**src/rtl/pop_counter_pkg.sv**
```systemverilog
`default_nettype none
// ============================================================================
//  Module      : pop_counter_pkg
//  Description : Shared types and constants for the pop counter bank: read
//                FSM state encoding and counter overflow-mode selectors.
//  Revision    : 1.0 - initial release
// ============================================================================
package pop_counter_pkg;

    // Read FSM state encoding (one bit is enough for two states)
    typedef logic [0:0] state_t;

    localparam state_t S_IDLE = 1'b0;   // waiting for an accepted request
    localparam state_t S_RESP = 1'b1;   // response held until acknowledged

    // Counter overflow behaviour
    localparam int MODE_WRAP = 0;       // roll over to zero
    localparam int MODE_SAT  = 1;       // stick at all-ones

endpackage : pop_counter_pkg
`default_nettype wire

```
**src/rtl/pop_cnt_cell.sv**
```systemverilog
`default_nettype none
// ============================================================================
//  Module      : pop_cnt_cell
//  Description : Single-channel pop counter. Increments once per inc cycle,
//                wraps or saturates at all-ones and records a sticky overflow
//                flag. A clear reloads the counter with the same-cycle inc so
//                a pop coinciding with a clear is never lost.
//  Revision    : 1.0 - initial release
// ============================================================================
module pop_cnt_cell
    import pop_counter_pkg::*;
#(
    parameter int CNT_W    = 5,
    parameter int SAT_MODE = MODE_WRAP
) (
    input  logic             clk,
    input  logic             reset,
    input  logic             inc,
    input  logic             clr,
    output logic [CNT_W-1:0] cnt,
    output logic             ovf
);

    localparam logic [CNT_W-1:0] c_max    = '1;
    localparam logic [CNT_W-1:0] c_one    = CNT_W'(1);
    localparam logic             c_sat_en = (SAT_MODE == MODE_SAT);

    logic [CNT_W-1:0] r_cnt;
    logic             r_ovf;
    logic             w_at_max;

    assign w_at_max = (r_cnt == c_max);

    // Counter and sticky overflow update; clear takes priority but keeps the pop
    always_ff @(posedge clk) begin
        if (reset) begin
            r_cnt <= '0;
            r_ovf <= 1'b0;
        end else if (clr) begin
            r_cnt <= inc ? c_one : '0;
            r_ovf <= 1'b0;
        end else if (inc) begin
            if (w_at_max) begin
                r_ovf <= 1'b1;
                r_cnt <= c_sat_en ? c_max : '0;
            end else begin
                r_cnt <= r_cnt + 1'b1;
            end
        end
    end

    assign cnt = r_cnt;
    assign ovf = r_ovf;

endmodule : pop_cnt_cell
`default_nettype wire

```
**src/rtl/pop_counter_bank.sv**
```systemverilog
`default_nettype none
// ============================================================================
//  Module      : pop_counter_bank
//  Description : Bank of NUM_CH per-channel pop counters with a single-entry
//                req/ack readout port. Counting never stalls; reads are only
//                accepted while the system is idle. Out-of-range indices
//                return an error response without touching any counter.
//  Revision    : 1.0 - initial release
// ============================================================================
module pop_counter_bank
    import pop_counter_pkg::*;
#(
    parameter int NUM_CH    = 4,
    parameter int CNT_W     = 5,
    parameter int SAT_MODE  = MODE_WRAP,
    parameter int CLR_ON_RD = 0,
    parameter int IDX_W     = $clog2(NUM_CH)
) (
    input  logic              clk,
    input  logic              reset,
    input  logic [NUM_CH-1:0] pop,
    input  logic              idle,
    input  logic              req,
    input  logic [IDX_W-1:0]  idx,
    input  logic              rd_ack,
    output logic              rd_valid,
    output logic [CNT_W-1:0]  rd_data,
    output logic              rd_ovf,
    output logic              rd_err
);

    localparam logic [IDX_W:0] c_num_ch = NUM_CH[IDX_W:0];
    localparam logic           c_clr_en = (CLR_ON_RD != 0);

    // Per-channel counter state
    logic [CNT_W-1:0]  w_cnt [NUM_CH];
    logic [NUM_CH-1:0] w_ovf;
    logic [NUM_CH-1:0] w_clr;

    // Read path
    logic             w_idx_ok;
    logic             w_accept;
    logic [CNT_W-1:0] w_sel_cnt;
    logic             w_sel_ovf;

    // Read FSM and registered response
    state_t           r_state;
    logic             r_valid;
    logic [CNT_W-1:0] r_data;
    logic             r_ovf;
    logic             r_err;

    // ------------------------------------------------------------------------
    // Counter cells, one per channel
    // ------------------------------------------------------------------------
    genvar gi;
    generate
        for (gi = 0; gi < NUM_CH; gi++) begin : g_ch
            // Clear-on-read only hits the channel being read by an accepted request
            assign w_clr[gi] = c_clr_en && w_accept && w_idx_ok && (idx == IDX_W'(gi));

            pop_cnt_cell #(
                .CNT_W    (CNT_W),
                .SAT_MODE (SAT_MODE)
            ) u_cell (
                .clk   (clk),
                .reset (reset),
                .inc   (pop[gi]),
                .clr   (w_clr[gi]),
                .cnt   (w_cnt[gi]),
                .ovf   (w_ovf[gi])
            );
        end
    endgenerate

    // ------------------------------------------------------------------------
    // Index range check and accept condition
    // ------------------------------------------------------------------------
    assign w_idx_ok = ({1'b0, idx} < c_num_ch);
    assign w_accept = (r_state == S_IDLE) && req && idle;

    // Select the addressed channel; unmatched (out-of-range) indices yield zero
    always_comb begin
        w_sel_cnt = '0;
        w_sel_ovf = 1'b0;
        for (int i = 0; i < NUM_CH; i++) begin
            if (idx == IDX_W'(i)) begin
                w_sel_cnt = w_cnt[i];
                w_sel_ovf = w_ovf[i];
            end
        end
    end

    // Read FSM: capture the selected channel on accept, hold until acknowledged
    always_ff @(posedge clk) begin
        if (reset) begin
            r_state <= S_IDLE;
            r_valid <= 1'b0;
            r_data  <= '0;
            r_ovf   <= 1'b0;
            r_err   <= 1'b0;
        end else if (r_state == S_IDLE) begin
            if (w_accept) begin
                r_state <= S_RESP;
                r_valid <= 1'b1;
                if (w_idx_ok) begin
                    r_data <= w_sel_cnt;
                    r_ovf  <= w_sel_ovf;
                    r_err  <= 1'b0;
                end else begin
                    r_data <= '0;
                    r_ovf  <= 1'b0;
                    r_err  <= 1'b1;
                end
            end
        end else begin
            // Response data and overflow stay visible after the ack
            if (rd_ack) begin
                r_state <= S_IDLE;
                r_valid <= 1'b0;
                r_err   <= 1'b0;
            end
        end
    end

    assign rd_valid = r_valid;
    assign rd_data  = r_data;
    assign rd_ovf   = r_ovf;
    assign rd_err   = r_err;

endmodule : pop_counter_bank
`default_nettype wire

```
**config.mk**
```make
export PLATFORM = sky130hd
export DESIGN_NAME = pop_counter_bank
export DESIGN_NICKNAME = d
export VERILOG_FILES = /design/src/rtl/pop_counter_pkg.sv /design/src/rtl/pop_cnt_cell.sv /design/src/rtl/pop_counter_bank.sv
export SDC_FILE = /design/constraint.sdc
export NUM_CORES = 1
export LEC_CHECK = 0
export BUFFER_PORTS_ARGS = -buffer_cell sky130_fd_sc_hd__buf_2
export CORE_MARGIN = 8
export CORE_UTILIZATION = 40
export DETAILED_ROUTE_END_ITERATION = 7
export MAX_ROUTING_LAYER = met4
export SETUP_SLACK_MARGIN = 0.5
export SLEW_MARGIN = 40
export SYNTH_ARGS = -nofsm -noshare
export SYNTH_HDL_FRONTEND = slang
export SYNTH_HIERARCHICAL = 1
export SYNTH_SLANG_ARGS = --single-unit
```
**constraint.sdc**
```tcl
create_clock -name clk -period 3.05 [get_ports clk]
set_clock_uncertainty 0.05 [all_clocks]
set_input_delay 0.305 -clock clk [delete_from_list [all_inputs] [get_ports clk]]
set_output_delay 0.305 -clock clk [all_outputs]
set_load 0.005 [all_outputs]
```
### Word level (Yosys, flattened, before mapping)

Index checks and enable logic that the tools add are counted.

| cells by class | value |
|---|---|
| $add $sub $neg | 4 |
| eq/ne operators | 8 |
| muxes and demuxes | 20 |
| bitwise gates (word level) | 1 |
| reduce and logical (&&, ||, !) cells | 10 |

Operators by type and width:

| kind | count |
|---|---|
| $mux W5 | 8 |
| $add A5 B1 Y5 const B | 4 |
| $eq A5 B5 Y1 const B | 4 |
| $mux W1 | 12 |
| $reduce_and A2 Y1 | 6 |
| $eq A2 B2 Y1 const B | 2 |
| $eq A2 B1 Y1 const B | 1 |
| $logic_and A1 B1 Y1 | 2 |
| $logic_not A2 Y1 | 1 |
| $ne A2 B2 Y1 const B | 1 |
| $reduce_bool A2 Y1 | 1 |
| $not A1 Y1 | 1 |

| storage, ports and cells | value |
|---|---|
| register bits after elaboration | 33 |
| bits of input ports | 11 |
| output and inout port bits | 8 |
| logic and storage cells | 56 |

### Longest topological paths before layout

Gate-level depths: netlist (run 1).

| logic depth | value |
|---|---|
| word-level depth | 5 |
| mapped depth | 6 |

### Modules after synthesis

The synthesis (run 1) kept the hierarchy.

By module, submodules not included:

| module | instances | cells each | area an instance (sq um) | sequential area each (sq um) |
|---|---|---|---|---|
| pop_cnt_cell | 4 | 32 | 285.3 | 120.1 |
| pop_counter_bank | 1 | 35 | 451.7 | 160.2 |

### Worst setup path before layout (run 1)

No wires, ideal clock.

| timing path | value |
|---|---|
| path type | reg2reg |
| start | register g_ch[0].u_cell.r_cnt[0] |
| end | register g_ch[0].u_cell.r_cnt[3] |
| setup time | 0.070 ns |
| data arrival time | 1.531 ns |
| data required time | 2.930 ns |
| setup slack | 1.400 ns |
| cell stages (with the launch flop) | 6 |
| buffers on the path | 0 |
| clock period less this slack | 1.650 ns |
| cells stage by stage | dfxtp_1 -> ha_1 -> and3_1 -> ha_1 -> or4_1 -> a21oi_1 |

| between the ends | value |
|---|---|
| longest elaborated chain between the ends | 2 |
| elaborated cells between the ends (all ways) | 3 |

Ends and longest elaborated chain:

| item | line | RTL |
|---|---|---|
| start: declaration | pop_cnt_cell.sv:28 | `logic [CNT_W-1:0] r_cnt;` |
| start signal: assignment | pop_cnt_cell.sv:40 | `r_cnt <= inc ? c_one : '0;` |
| start signal: assignment | pop_cnt_cell.sv:45 | `r_cnt <= c_sat_en ? c_max : '0;` |
| start signal: assignment | pop_cnt_cell.sv:47 | `r_cnt <= r_cnt + 1'b1;` |
| $add A5 B1 Y5 or $eq A5 B5 Y1 (tied branches) | pop_cnt_cell.sv:47, pop_cnt_cell.sv:32 |  |
| $mux W5 (*) | pop_cnt_cell.sv:43 | `if (w_at_max) begin` |

Mark *: on every way between the ends. The rest lies on a longest branch, timed or not.
A chain may end at the register's enable or synchronous reset.

### Worst setup path in the final report (run 1)

| timing path | value |
|---|---|
| start | register g_ch[2].u_cell.r_cnt[0] |
| end | register g_ch[2].u_cell.r_cnt[3] |

| between the ends | value |
|---|---|
| longest elaborated chain between the ends | 2 |
| elaborated cells between the ends (all ways) | 3 |

Ends and longest elaborated chain:

| item | line |
|---|---|
| start: declaration | pop_cnt_cell.sv:28 |
| start signal: assignment | pop_cnt_cell.sv:40 |
| start signal: assignment | pop_cnt_cell.sv:45 |
| start signal: assignment | pop_cnt_cell.sv:47 |
| $add A5 B1 Y5 or $eq A5 B5 Y1 (tied branches) | pop_cnt_cell.sv:47, pop_cnt_cell.sv:32 |
| $mux W5 (*) | pop_cnt_cell.sv:43 |

Marked as above.

==> impl_results.html, run 1 <==
<table>
<tr><th>Metric</th><th>Value</th></tr>
<tr><th colspan="2">Clock network</th></tr>
<tr><td>Register clock-pin slew on the reported worst setup and hold paths</td><td>70 ps</td></tr>
<tr><td>Total clock sinks</td><td>32</td></tr>
<tr><td>Hold-fix buffers, CTS</td><td>0</td></tr>
<tr><td>Post-CTS setup buffer count</td><td>0</td></tr>
<tr><td>Number of buffers inserted during clock tree synthesis</td><td>5</td></tr>
<tr><td>Root cell of the clock tree</td><td>sky130_fd_sc_hd__clkbuf_8</td></tr>
<tr><td>H-tree depth</td><td>2</td></tr>
<tr><td>TritonCTS clock tree</td><td>yes</td></tr>
<tr><td>Buffer depth of the longest clock path</td><td>2</td></tr>
<tr><td>Clock latency at the later pin of the worst-skew pair</td><td>280 ps</td></tr>
<tr><td># resized after CTS</td><td>0</td></tr>
<tr><th colspan="2">Logic synthesis</th></tr>
<tr><td>Area of the mapped netlist</td><td>1590 um2</td></tr>
<tr><td>Biggest area contributors in the synthesized netlist</td><td>sky130_fd_sc_hd__dfxtp_1 (40%), sky130_fd_sc_hd__mux4_2 (8.5%), sky130_fd_sc_hd__ha_1 (6.3%)</td></tr>
<tr><td>Leading cell type by number of instances after synthesis</td><td>sky130_fd_sc_hd__dfxtp_1</td></tr>
<tr><td>Distinct cell type count after synthesis</td><td>24</td></tr>
<tr><td>Yosys warnings</td><td>6</td></tr>
<tr><td>Count of flip-flops with a built-in enable after synthesis</td><td>0</td></tr>
<tr><td>Most area-hungry cell type in the Yosys netlist</td><td>sky130_fd_sc_hd__dfxtp_1</td></tr>
<tr><td>Average cell area after synthesis</td><td>9.77 um2</td></tr>
<tr><td>Number of instances in the synthesized netlist</td><td>163</td></tr>
<tr><td>Top-area cell type share of the netlist area</td><td>40.2%</td></tr>
<tr><td>Part of the Yosys area used for sequential elements</td><td>40.2%</td></tr>
<tr><td>Post-synth top cells</td><td>sky130_fd_sc_hd__dfxtp_1 (32), sky130_fd_sc_hd__nor2_1 (24), sky130_fd_sc_hd__a21oi_1 (17), sky130_fd_sc_hd__o21ai_0 (12)</td></tr>
<tr><td>Post-synthesis sequential element count</td><td>32</td></tr>
<tr><td>Primary FF master, synth</td><td>sky130_fd_sc_hd__dfxtp_1</td></tr>
<tr><td>Async S/R FF share, synth</td><td>0%</td></tr>
<tr><th colspan="2">Worst setup path</th></tr>
<tr><td>WP data required</td><td>3210 ps</td></tr>
<tr><td>Crit-path most repeated cell</td><td>sky130_fd_sc_hd__ha_1</td></tr>
<tr><td>Worst EP arrival</td><td>1980 ps</td></tr>
<tr><td>Crit. End Element</td><td>flop</td></tr>
<tr><td>Delay-heaviest family, CP</td><td>simple AND/OR/NAND/NOR gates</td></tr>
<tr><td>Sequence of cells on the critical path</td><td>ha_1 &gt; and3_1 &gt; ha_1 &gt; or4_1 &gt; a21oi_1</td></tr>
<tr><td>Sum of buffers and inverters on the critical path</td><td>0</td></tr>
<tr><td>Cell with the largest stage delay on the worst path</td><td>sky130_fd_sc_hd__or4_1</td></tr>
<tr><td>Peak fanout along the critical path</td><td>6</td></tr>
<tr><td>Kind of critical path</td><td>flop to flop</td></tr>
<tr><td>Critical Path Max Stage Delay</td><td>510 ps</td></tr>
<tr><td>Kind of start point of the critical path</td><td>flop</td></tr>
<tr><th colspan="2">GRT</th></tr>
<tr><td>Total routing usage reported by global routing</td><td>11.9%</td></tr>
<tr><td>Global routing met2 resource utilization</td><td>18.1%</td></tr>
<tr><td>Global-route wire length before repair</td><td>5.73 mm</td></tr>
<tr><td>Global-route track usage on met1</td><td>13.2%</td></tr>
<tr><td>Fraction of met3 tracks used by global routing</td><td>4.29%</td></tr>
<tr><td>Layer with the highest usage after global routing</td><td>met2</td></tr>
<tr><td>Largest net degree at the start of global routing</td><td>18</td></tr>
<tr><td>Number of global-route vias before repair</td><td>1266</td></tr>
<tr><td>Initial antenna violation count</td><td>0</td></tr>
<tr><td>Final global-route overflow total</td><td>0</td></tr>
<tr><th colspan="2">Placed design</th></tr>
<tr><td>HPWL after detailed placement</td><td>2.51 mm</td></tr>
<tr><td>Final GP Congestion</td><td>0.844</td></tr>
<tr><td>DP Area</td><td>1720 um2</td></tr>
<tr><td>Buffers added on ports</td><td>17</td></tr>
<tr><th colspan="2">Timing</th></tr>
<tr><td>Unrepaired setup endpoints after global routing</td><td>false</td></tr>
<tr><td>Final worst path period need</td><td>1810 ps</td></tr>
<tr><td>Setup TNS</td><td>0 ps</td></tr>
<tr><td>Number of failing setup endpoints in the final timing report</td><td>0</td></tr>
<tr><td>Max-slew violation total from the final report</td><td>0</td></tr>
<tr><td>Final Cycle Share</td><td>59.4%</td></tr>
<tr><td>Highest clock rate</td><td>0.552 GHz</td></tr>
<tr><td>Count of final hold-check violations</td><td>0</td></tr>
<tr><th colspan="2">Route</th></tr>
<tr><td>First-pass iteration count of the detailed router</td><td>4</td></tr>
<tr><td>Post-route DRC</td><td>0</td></tr>
<tr><td>Routed length per instance</td><td>13.7 um</td></tr>
<tr><td>Detail Route Antenna Nets</td><td>0</td></tr>
<tr><td>Sum of routed wire length over all layers</td><td>3.35 mm</td></tr>
<tr><td>Iteration-0 DRC Markers</td><td>77</td></tr>
<tr><td>Number of vias per cell after detailed routing</td><td>5.26</td></tr>
<tr><td>Count of vias placed by the detailed router</td><td>1283</td></tr>
<tr><th colspan="2">Layout</th></tr>
<tr><td>Antenna cell count</td><td>0</td></tr>
<tr><td>Net count reported at finish</td><td>212</td></tr>
<tr><td>Area growth syn-to-layout</td><td>15.1%</td></tr>
<tr><td>Final design instance area without fill</td><td>1830 um2</td></tr>
<tr><td>Ratio of cells with drive above 1 in the final layout</td><td>22.7%</td></tr>
<tr><th colspan="2">Pwr</th></tr>
<tr><td>Final total power</td><td>893 uW</td></tr>
<tr><td>Pwr per Cell Area</td><td>487 nW/um2</td></tr>
<tr><td>IR drop worst, VDD</td><td>0.276 mV</td></tr>
<tr><td>Leakage power of the design</td><td>0.000773 uW</td></tr>
<tr><th colspan="2">Min path</th></tr>
<tr><td>HP Class</td><td>input port to flop</td></tr>
<tr><th colspan="2">Floorplanning</th></tr>
<tr><td>Floorplan die area</td><td>6260 um2</td></tr>
<tr><td>Die W</td><td>79.1 um</td></tr>
<tr><td>Cell row count</td><td>23</td></tr>
<tr><td>Area of the core</td><td>3910 um2</td></tr>
<tr><td>Number of top-level pins</td><td>19</td></tr>
<tr><td>Effective utilization at floorplan</td><td>40.7%</td></tr>
<tr><td>Height of the die</td><td>79.1 um</td></tr>
<tr><th colspan="2">Outcome</th></tr>
<tr><td>Status</td><td>finished, final reports clean</td></tr>
<tr><th colspan="2">Flow run</th></tr>
<tr><td>Max Cap Viol</td><td>0</td></tr>
</table>
-- metal layers --
layer,routed length [um],vias up
li1,-,643
met1,1530,602
met2,1610,27
met3,137,11
met4,70,0
met5,0,-
-- layout by cell type (no fill, tap or decap) --
cell type and instances:
sky130_fd_sc_hd__a21oi_1 17, sky130_fd_sc_hd__a221oi_1 1, sky130_fd_sc_hd__a22o_1 6, sky130_fd_sc_hd__a31oi_1 4, sky130_fd_sc_hd__and3_1 4, sky130_fd_sc_hd__and4bb_2 5
sky130_fd_sc_hd__buf_2 17, sky130_fd_sc_hd__bufinv_16 1, sky130_fd_sc_hd__clkbuf_8 5, sky130_fd_sc_hd__clkinv_2 1, sky130_fd_sc_hd__clkinvlp_4 1, sky130_fd_sc_hd__conb_1 13
sky130_fd_sc_hd__dfxtp_1 32, sky130_fd_sc_hd__ha_1 8, sky130_fd_sc_hd__inv_1 1, sky130_fd_sc_hd__inv_2 4, sky130_fd_sc_hd__mux2i_1 8, sky130_fd_sc_hd__mux4_2 6
sky130_fd_sc_hd__nand2_1 4, sky130_fd_sc_hd__nand2b_1 1, sky130_fd_sc_hd__nand3_1 4, sky130_fd_sc_hd__nand3b_1 1, sky130_fd_sc_hd__nor2_1 24, sky130_fd_sc_hd__nor2b_1 6
sky130_fd_sc_hd__o21ai_0 12, sky130_fd_sc_hd__or2_2 4, sky130_fd_sc_hd__or4_1 4
-- metrics by stage --
stage | std cells | utilization [%] | hold WS (ps) | setup WS [ps]
after floorplan | 175 | - | 324 | 1400
after global placement | 236 | 44.0 | 407 | 1310
after detailed placement | 236 | 44.0 | 409 | 1270
after CTS | 244 | 46.8 | 166 | 1250
after global routing | 244 | 46.8 | 171 | 1140
final | 244 | 46.8 | 181 | 1240
-- final cells by class --
| cell class | instances | area (um2) |
|---|---|---|
| inverters | 5 | 18.8 |
| multi-input cells | 132 | 915 |
| clock inverters | 3 | 42.5 |
| fillers | 377 | 2080 |
| repair buffers | 17 | 85.1 |
| well taps | 50 | 62.6 |
| flip-flops and latches | 32 | 641 |
| clock buffers | 5 | 68.8 |
-- sequential cells by signal, summed over array words and instances (netlist names) --
name             flops
rd_valid             1
r_state              1
g_ch.u_cell/cnt     20
rd_ovf               1
g_ch.u_cell/ovf      4
rd_data              5
-- logic make-up (layout without fill, tap and decap cells) --
group | Yosys count | count (layout) | synth area share [%]
simple gates | 57 | 57 | 20.0
flops | 32 | 32 | 40.2
compound gates | 40 | 40 | 14.5
mux | 14 | 14 | 13.5
other cells | 1 | 13 | 0.235
buf+inv | 11 | 30 | 5.18
fa+ha+maj | 8 | 8 | 6.28
-- where the power goes --
part / switching (uW) / leakage, uW / internal (uW)
Combinational: 33.0 / 0.000459 / 25.0
Sequential: 9.25 / 0.000259 / 425
Clock: 159 / 0.0000541 / 241
Total: 201 / 0.000773 / 692
-- final timing paths --
| kind | endpoint | slack (ps) | cells after the start | from |
|---|---|---|---|---|
| setup / recovery | g_ch[2].u_cell/cnt[3] | 1240 | 5 | g_ch[2].u_cell/cnt[0] |
| hold reg to reg | rd_valid | 420 | 2 | rd_valid |
| hold / removal | rd_valid | 180 | 2 | rd_ack |
| setup reg to reg | g_ch[2].u_cell/cnt[3] | 1240 | 5 | g_ch[2].u_cell/cnt[0] |
Note: power is estimated with default switching activity, not from simulation.
==> run 2: changes to the inputs <==
ABC_AREA = 1   (was not set)
clock period = 1.6 ns   (was 3.05 ns; I/O delays follow)
==> run 2 against run 1 <==
  * Die area increased by 5.3%
  * Synthesized cell count increased by 53%
  * Total power increased by 91%
  * Clock-buffer cell count increased by 3
  * Via count increased by 32%
  * Design area increased by 27%
==> impl_results.html, run 2 <==
<table>
<tr><th>Metric</th><th>Value</th></tr>
<tr><th colspan="2">Layout</th></tr>
<tr><td>Net count reported at finish</td><td>317 (+50%)</td></tr>
<tr><td>Area growth syn-to-layout</td><td>36.9%</td></tr>
<tr><td>Ratio of cells with drive above 1 in the final layout</td><td>33.1% (+10 points)</td></tr>
<tr><td>Area of the multi-input gates</td><td>1180 um2 (+29%)</td></tr>
<tr><td>Fillcell total</td><td>398 (+5.6%)</td></tr>
<tr><td>Commonest cells after routing, fill and taps aside</td><td>sky130_fd_sc_hd__nand2_1 (44), sky130_fd_sc_hd__nor2_1 (30), sky130_fd_sc_hd__nand3_1 (26)</td></tr>
<tr><td>Largest register FFs</td><td>20 (unchanged)</td></tr>
<tr><td>Most common cell after layout, fill and taps aside</td><td>sky130_fd_sc_hd__nand2_1</td></tr>
<tr><td>End-of-flow core utilization</td><td>57.3% (+10 points)</td></tr>
<tr><td>Antenna cell count</td><td>0 (unchanged)</td></tr>
<tr><td>Combined flip-flop and latch cell area</td><td>671 um2 (+4.7%)</td></tr>
<tr><th colspan="2">Route</th></tr>
<tr><td>Number of vias per cell after detailed routing</td><td>4.85 (-7.8%)</td></tr>
<tr><td>First-pass iteration count of the detailed router</td><td>4 (unchanged)</td></tr>
<tr><td>Routed length per instance</td><td>12.5 um (-8.9%)</td></tr>
<tr><td>Count of vias placed by the detailed router</td><td>1692 (+32%)</td></tr>
<tr><td>Sum of routed wire length over all layers</td><td>4.36 mm (+30%)</td></tr>
<tr><td>Iteration-0 DRC Markers</td><td>66 (-14%)</td></tr>
<tr><td>Detail Route Antenna Nets</td><td>0 (unchanged)</td></tr>
<tr><td>Post-route DRC</td><td>0 (unchanged)</td></tr>
<tr><th colspan="2">Pwr</th></tr>
<tr><td>IR drop worst, VDD</td><td>0.496 mV (+80%)</td></tr>
<tr><td>Relative contribution of sequential cells to total power</td><td>48.8% (+0.2 points)</td></tr>
<tr><td>Switching share of power</td><td>26.3% (+3.7 points)</td></tr>
<tr><td>Final total power</td><td>1700 uW (+91%)</td></tr>
<tr><td>Pwr per Cell Area</td><td>733 nW/um2 (+50%)</td></tr>
<tr><td>Combinational group share of total power</td><td>13.4% (+6.9 points)</td></tr>
<tr><td>Internal</td><td>1260 uW (+82%)</td></tr>
<tr><td>NetSw</td><td>448 uW (+120%)</td></tr>
<tr><td>Clk network pwr share</td><td>37.8% (-7.0 points)</td></tr>
<tr><td>Leakage power of the design</td><td>0.00110 uW (+42%)</td></tr>
<tr><th colspan="2">Timing</th></tr>
<tr><td>Highest clock rate</td><td>0.759 GHz (+38%)</td></tr>
<tr><td>Slew at the pin closest to its max-slew limit</td><td>541 ps</td></tr>
<tr><td>Max-slew violation total from the final report</td><td>0 (unchanged)</td></tr>
<tr><td>Unrepaired setup endpoints after global routing</td><td>true</td></tr>
<tr><td>Setup TNS</td><td>0 ps (unchanged)</td></tr>
<tr><td>Final Cycle Share</td><td>82.4% (+23 points)</td></tr>
<tr><td>Final worst path period need</td><td>1320 ps (-495 ps)</td></tr>
<tr><td>Number of failing setup endpoints in the final timing report</td><td>0 (unchanged)</td></tr>
<tr><td>Tightest slew margin relative to the limit</td><td>63.9%</td></tr>
<tr><td>Count of final hold-check violations</td><td>0 (unchanged)</td></tr>
<tr><th colspan="2">GRT</th></tr>
<tr><td>Largest net degree at the start of global routing</td><td>27 (+9)</td></tr>
<tr><td>Number of global-route vias before repair</td><td>1650 (+30%)</td></tr>
<tr><td>Total routing usage reported by global routing</td><td>13.8% (+1.9 points)</td></tr>
<tr><td>Initial antenna violation count</td><td>0 (unchanged)</td></tr>
<tr><td>Global routing met2 resource utilization</td><td>22.9% (+4.9 points)</td></tr>
<tr><td>Fraction of met3 tracks used by global routing</td><td>3.20% (-1.1 points)</td></tr>
<tr><td>Layer with the highest usage after global routing</td><td>met2</td></tr>
<tr><td>Global-route track usage on met1</td><td>15.6% (+2.4 points)</td></tr>
<tr><td>Final global-route overflow total</td><td>0 (unchanged)</td></tr>
<tr><td>Global-route wire length before repair</td><td>7.02 mm (+23%)</td></tr>
<tr><th colspan="2">Worst setup path</th></tr>
<tr><td>WP data required</td><td>1770 ps (-1440 ps)</td></tr>
<tr><td>Launch point of the worst reg-to-reg path</td><td>g_ch[3].u_cell/cnt[0]</td></tr>
<tr><td>Crit. End Element</td><td>flop</td></tr>
<tr><td>Peak fanout along the critical path</td><td>3 (-3)</td></tr>
<tr><td>Kind of critical path</td><td>flop to flop</td></tr>
<tr><td>Kind of start point of the critical path</td><td>flop</td></tr>
<tr><td>Launch point of the critical path</td><td>g_ch[3].u_cell/cnt[0]</td></tr>
<tr><td>Worst EP arrival</td><td>1480 ps (-500 ps)</td></tr>
<tr><td>Worst-case register-to-register setup slack</td><td>280 ps (-960 ps)</td></tr>
<tr><th colspan="2">Logic synthesis</th></tr>
<tr><td>Part of the Yosys area used for sequential elements</td><td>37.7% (-2.5 points)</td></tr>
<tr><td>Count of flip-flops with a built-in enable after synthesis</td><td>0 (unchanged)</td></tr>
<tr><td>Distinct cell type count after synthesis</td><td>18 (-25%)</td></tr>
<tr><td>Post-synth top cells</td><td>sky130_fd_sc_hd__nand2_1 (51), sky130_fd_sc_hd__nor2_1 (34), sky130_fd_sc_hd__dfxtp_1 (32), sky130_fd_sc_hd__nand3_1 (28), sky130_fd_sc_hd__inv_1 (25)</td></tr>
<tr><td>Average cell area after synthesis</td><td>6.82 um2 (-30%)</td></tr>
<tr><td>Main combinational cell family by area after synthesis</td><td>simple AND/OR/NAND/NOR gates</td></tr>
<tr><td>Leading cell type by number of instances after synthesis</td><td>sky130_fd_sc_hd__nand2_1</td></tr>
<tr><td>Async S/R FF share, synth</td><td>0% (unchanged)</td></tr>
<tr><td>Number of instances in the synthesized netlist</td><td>249 (+53%)</td></tr>
<tr><td>Post-synthesis sequential element count</td><td>32 (unchanged)</td></tr>
<tr><td>Primary FF master, synth</td><td>sky130_fd_sc_hd__dfxtp_1</td></tr>
<tr><td>Multiplexer fraction of the synthesized cell area</td><td>0% (-14 points)</td></tr>
<tr><td>Yosys warnings</td><td>6 (unchanged)</td></tr>
<tr><td>Area of the mapped netlist</td><td>1700 um2 (+6.6%)</td></tr>
<tr><td>Simple-gate portion of the synthesized area</td><td>32.6% (+13 points)</td></tr>
<tr><td>Top-area cell type share of the netlist area</td><td>37.7% (-2.5 points)</td></tr>
<tr><td>Synth Area in Compound Gates</td><td>14.7% (+0.13 points)</td></tr>
<tr><td>Most area-hungry cell type in the Yosys netlist</td><td>sky130_fd_sc_hd__dfxtp_1</td></tr>
<tr><td>Xor and xnor fraction of the mapped netlist area</td><td>0% (unchanged)</td></tr>
<tr><td>Synth Area in Adders</td><td>5.90% (-0.39 points)</td></tr>
<tr><td>Biggest area contributors in the synthesized netlist</td><td>sky130_fd_sc_hd__dfxtp_1 (38%), sky130_fd_sc_hd__nand2_1 (11%), sky130_fd_sc_hd__nand3_1 (8.3%)</td></tr>
<tr><th colspan="2">Placed design</th></tr>
<tr><td>Final GP Congestion</td><td>0.813 (-3.6%)</td></tr>
<tr><td>HPWL after detailed placement</td><td>2.84 mm (+13%)</td></tr>
<tr><td>Buffers added on ports</td><td>17 (unchanged)</td></tr>
<tr><th colspan="2">Floorplanning</th></tr>
<tr><td>Height of the die</td><td>81.2 um (+2.6%)</td></tr>
<tr><td>Number of top-level pins</td><td>19 (unchanged)</td></tr>
<tr><td>Cell row count</td><td>23 (unchanged)</td></tr>
<tr><td>Floorplan die area</td><td>6590 um2 (+5.3%)</td></tr>
<tr><td>Area of the core</td><td>4060 um2 (+3.7%)</td></tr>
<tr><td>Die W</td><td>81.2 um (+2.6%)</td></tr>
<tr><td>Effective utilization at floorplan</td><td>41.8% (+1.1 points)</td></tr>
<tr><th colspan="2">Clock network</th></tr>
<tr><td>Number of buffers inserted during clock tree synthesis</td><td>5 (unchanged)</td></tr>
<tr><td>TritonCTS clock tree</td><td>yes</td></tr>
<tr><td>Total clock sinks</td><td>32 (unchanged)</td></tr>
<tr><td>Buffer depth of the longest clock path</td><td>2 (unchanged)</td></tr>
<tr><td>Register clock-pin slew on the reported worst setup and hold paths</td><td>70 ps (about the same)</td></tr>
<tr><td>Clock latency at the later pin of the worst-skew pair</td><td>290 ps (about the same)</td></tr>
<tr><td>Root cell of the clock tree</td><td>sky130_fd_sc_hd__clkbuf_8</td></tr>
<tr><td>H-tree depth</td><td>2 (unchanged)</td></tr>
<tr><td>Hold-fix buffers, CTS</td><td>0 (unchanged)</td></tr>
<tr><th colspan="2">Min path</th></tr>
<tr><td>HP Class</td><td>input port to flop</td></tr>
<tr><td>Hold path startpoint</td><td>rd_ack</td></tr>
<tr><th colspan="2">Outcome</th></tr>
<tr><td>Status</td><td>finished, final reports clean</td></tr>
<tr><th colspan="2">Flow run</th></tr>
<tr><td>Max Cap Viol</td><td>0 (unchanged)</td></tr>
</table>
run 2: changes by cell type after synthesis, sizes merged, moves of 7 or more:
cell / before / now
nand2: 4 / 51
inv: 5 / 31
nand3: 4 / 28
nor2: 24 / 42
mux2i: 8 / 0
a21oi: 17 / 24
run 2: power by group through the flow:
stage | clock (uW) | combinational (uW) | sequential (uW)
final | 644 | 228 | 831
after global routing | 692 | 258 | 834
after CTS | 662 | 203 | 829
after detailed placement | 0 | 175 | 855
after global placement | 0 | 175 | 854
after floorplan | 0 | 119 | 850
run 2: timing repair:
action	CTS	global route
gates cloned	0	1
endpoints found under the hold margin	0	0
gates resized for setup	13	24
pin swaps	14	14
setup buffers	11	4
setup endpoints to repair	20	24
run 2: critical path: stages, from the launching register on:
cell	delay, ps
sky130_fd_sc_hd__dfxtp_4	350
sky130_fd_sc_hd__ha_4	160
sky130_fd_sc_hd__nand2_4	70
sky130_fd_sc_hd__nor2_4	40
sky130_fd_sc_hd__ha_4	170
sky130_fd_sc_hd__inv_2	50
sky130_fd_sc_hd__nand2_1	40
sky130_fd_sc_hd__nor2_1	90
sky130_fd_sc_hd__nand3_1	80
sky130_fd_sc_hd__a21oi_1	150
run 2: final timing paths:
| path | end | cells after the start |
|---|---|---|
| hold / removal | r_state | 3 |
| setup / recovery | g_ch[3].u_cell/cnt[3] | 9 |
| hold reg to reg | rd_valid | 2 |
| setup reg to reg | g_ch[3].u_cell/cnt[3] | 9 |
run 2: metal layers:
metal,vias up,routed length (um),part of all wire (%)
met5,-,0,0
met4,0,65,1.5
met3,8,187,4.3
met2,26,2100,48
met1,763,2010,46
li1,895,-,-
run 2: logic make-up after synthesis:
| group | after synthesis |
|---|---|
| simple gates | 126 |
| compound gates | 47 |
| buf+inv | 35 |
| flops | 32 |
| fa+ha+maj | 8 |
| other cells | 1 |
run 2: final cells by class:
class                   count  area share, %
clock buffers               8           3.88
inverters                  31           5.01
multi-input cells         195           50.6
flip-flops and latches     32           28.8
well taps                  50           2.69
repair buffers             33           8.99
run 2: through the flow:
| step | hold WS (ps) | setup WS, ps | cell area (um2) | instances |
|---|---|---|---|---|
| final | 90.5 | 282 | 2320 | 349 |
| after global routing | 90.5 | 202 | 2320 | 349 |
| after CTS | 87.2 | 281 | 2190 | 344 |
| after detailed placement | 389 | 260 | 1960 | 325 |
| after global placement | 385 | 258 | 1960 | 325 |
| after floorplan | 169 | 380 | 1840 | 261 |
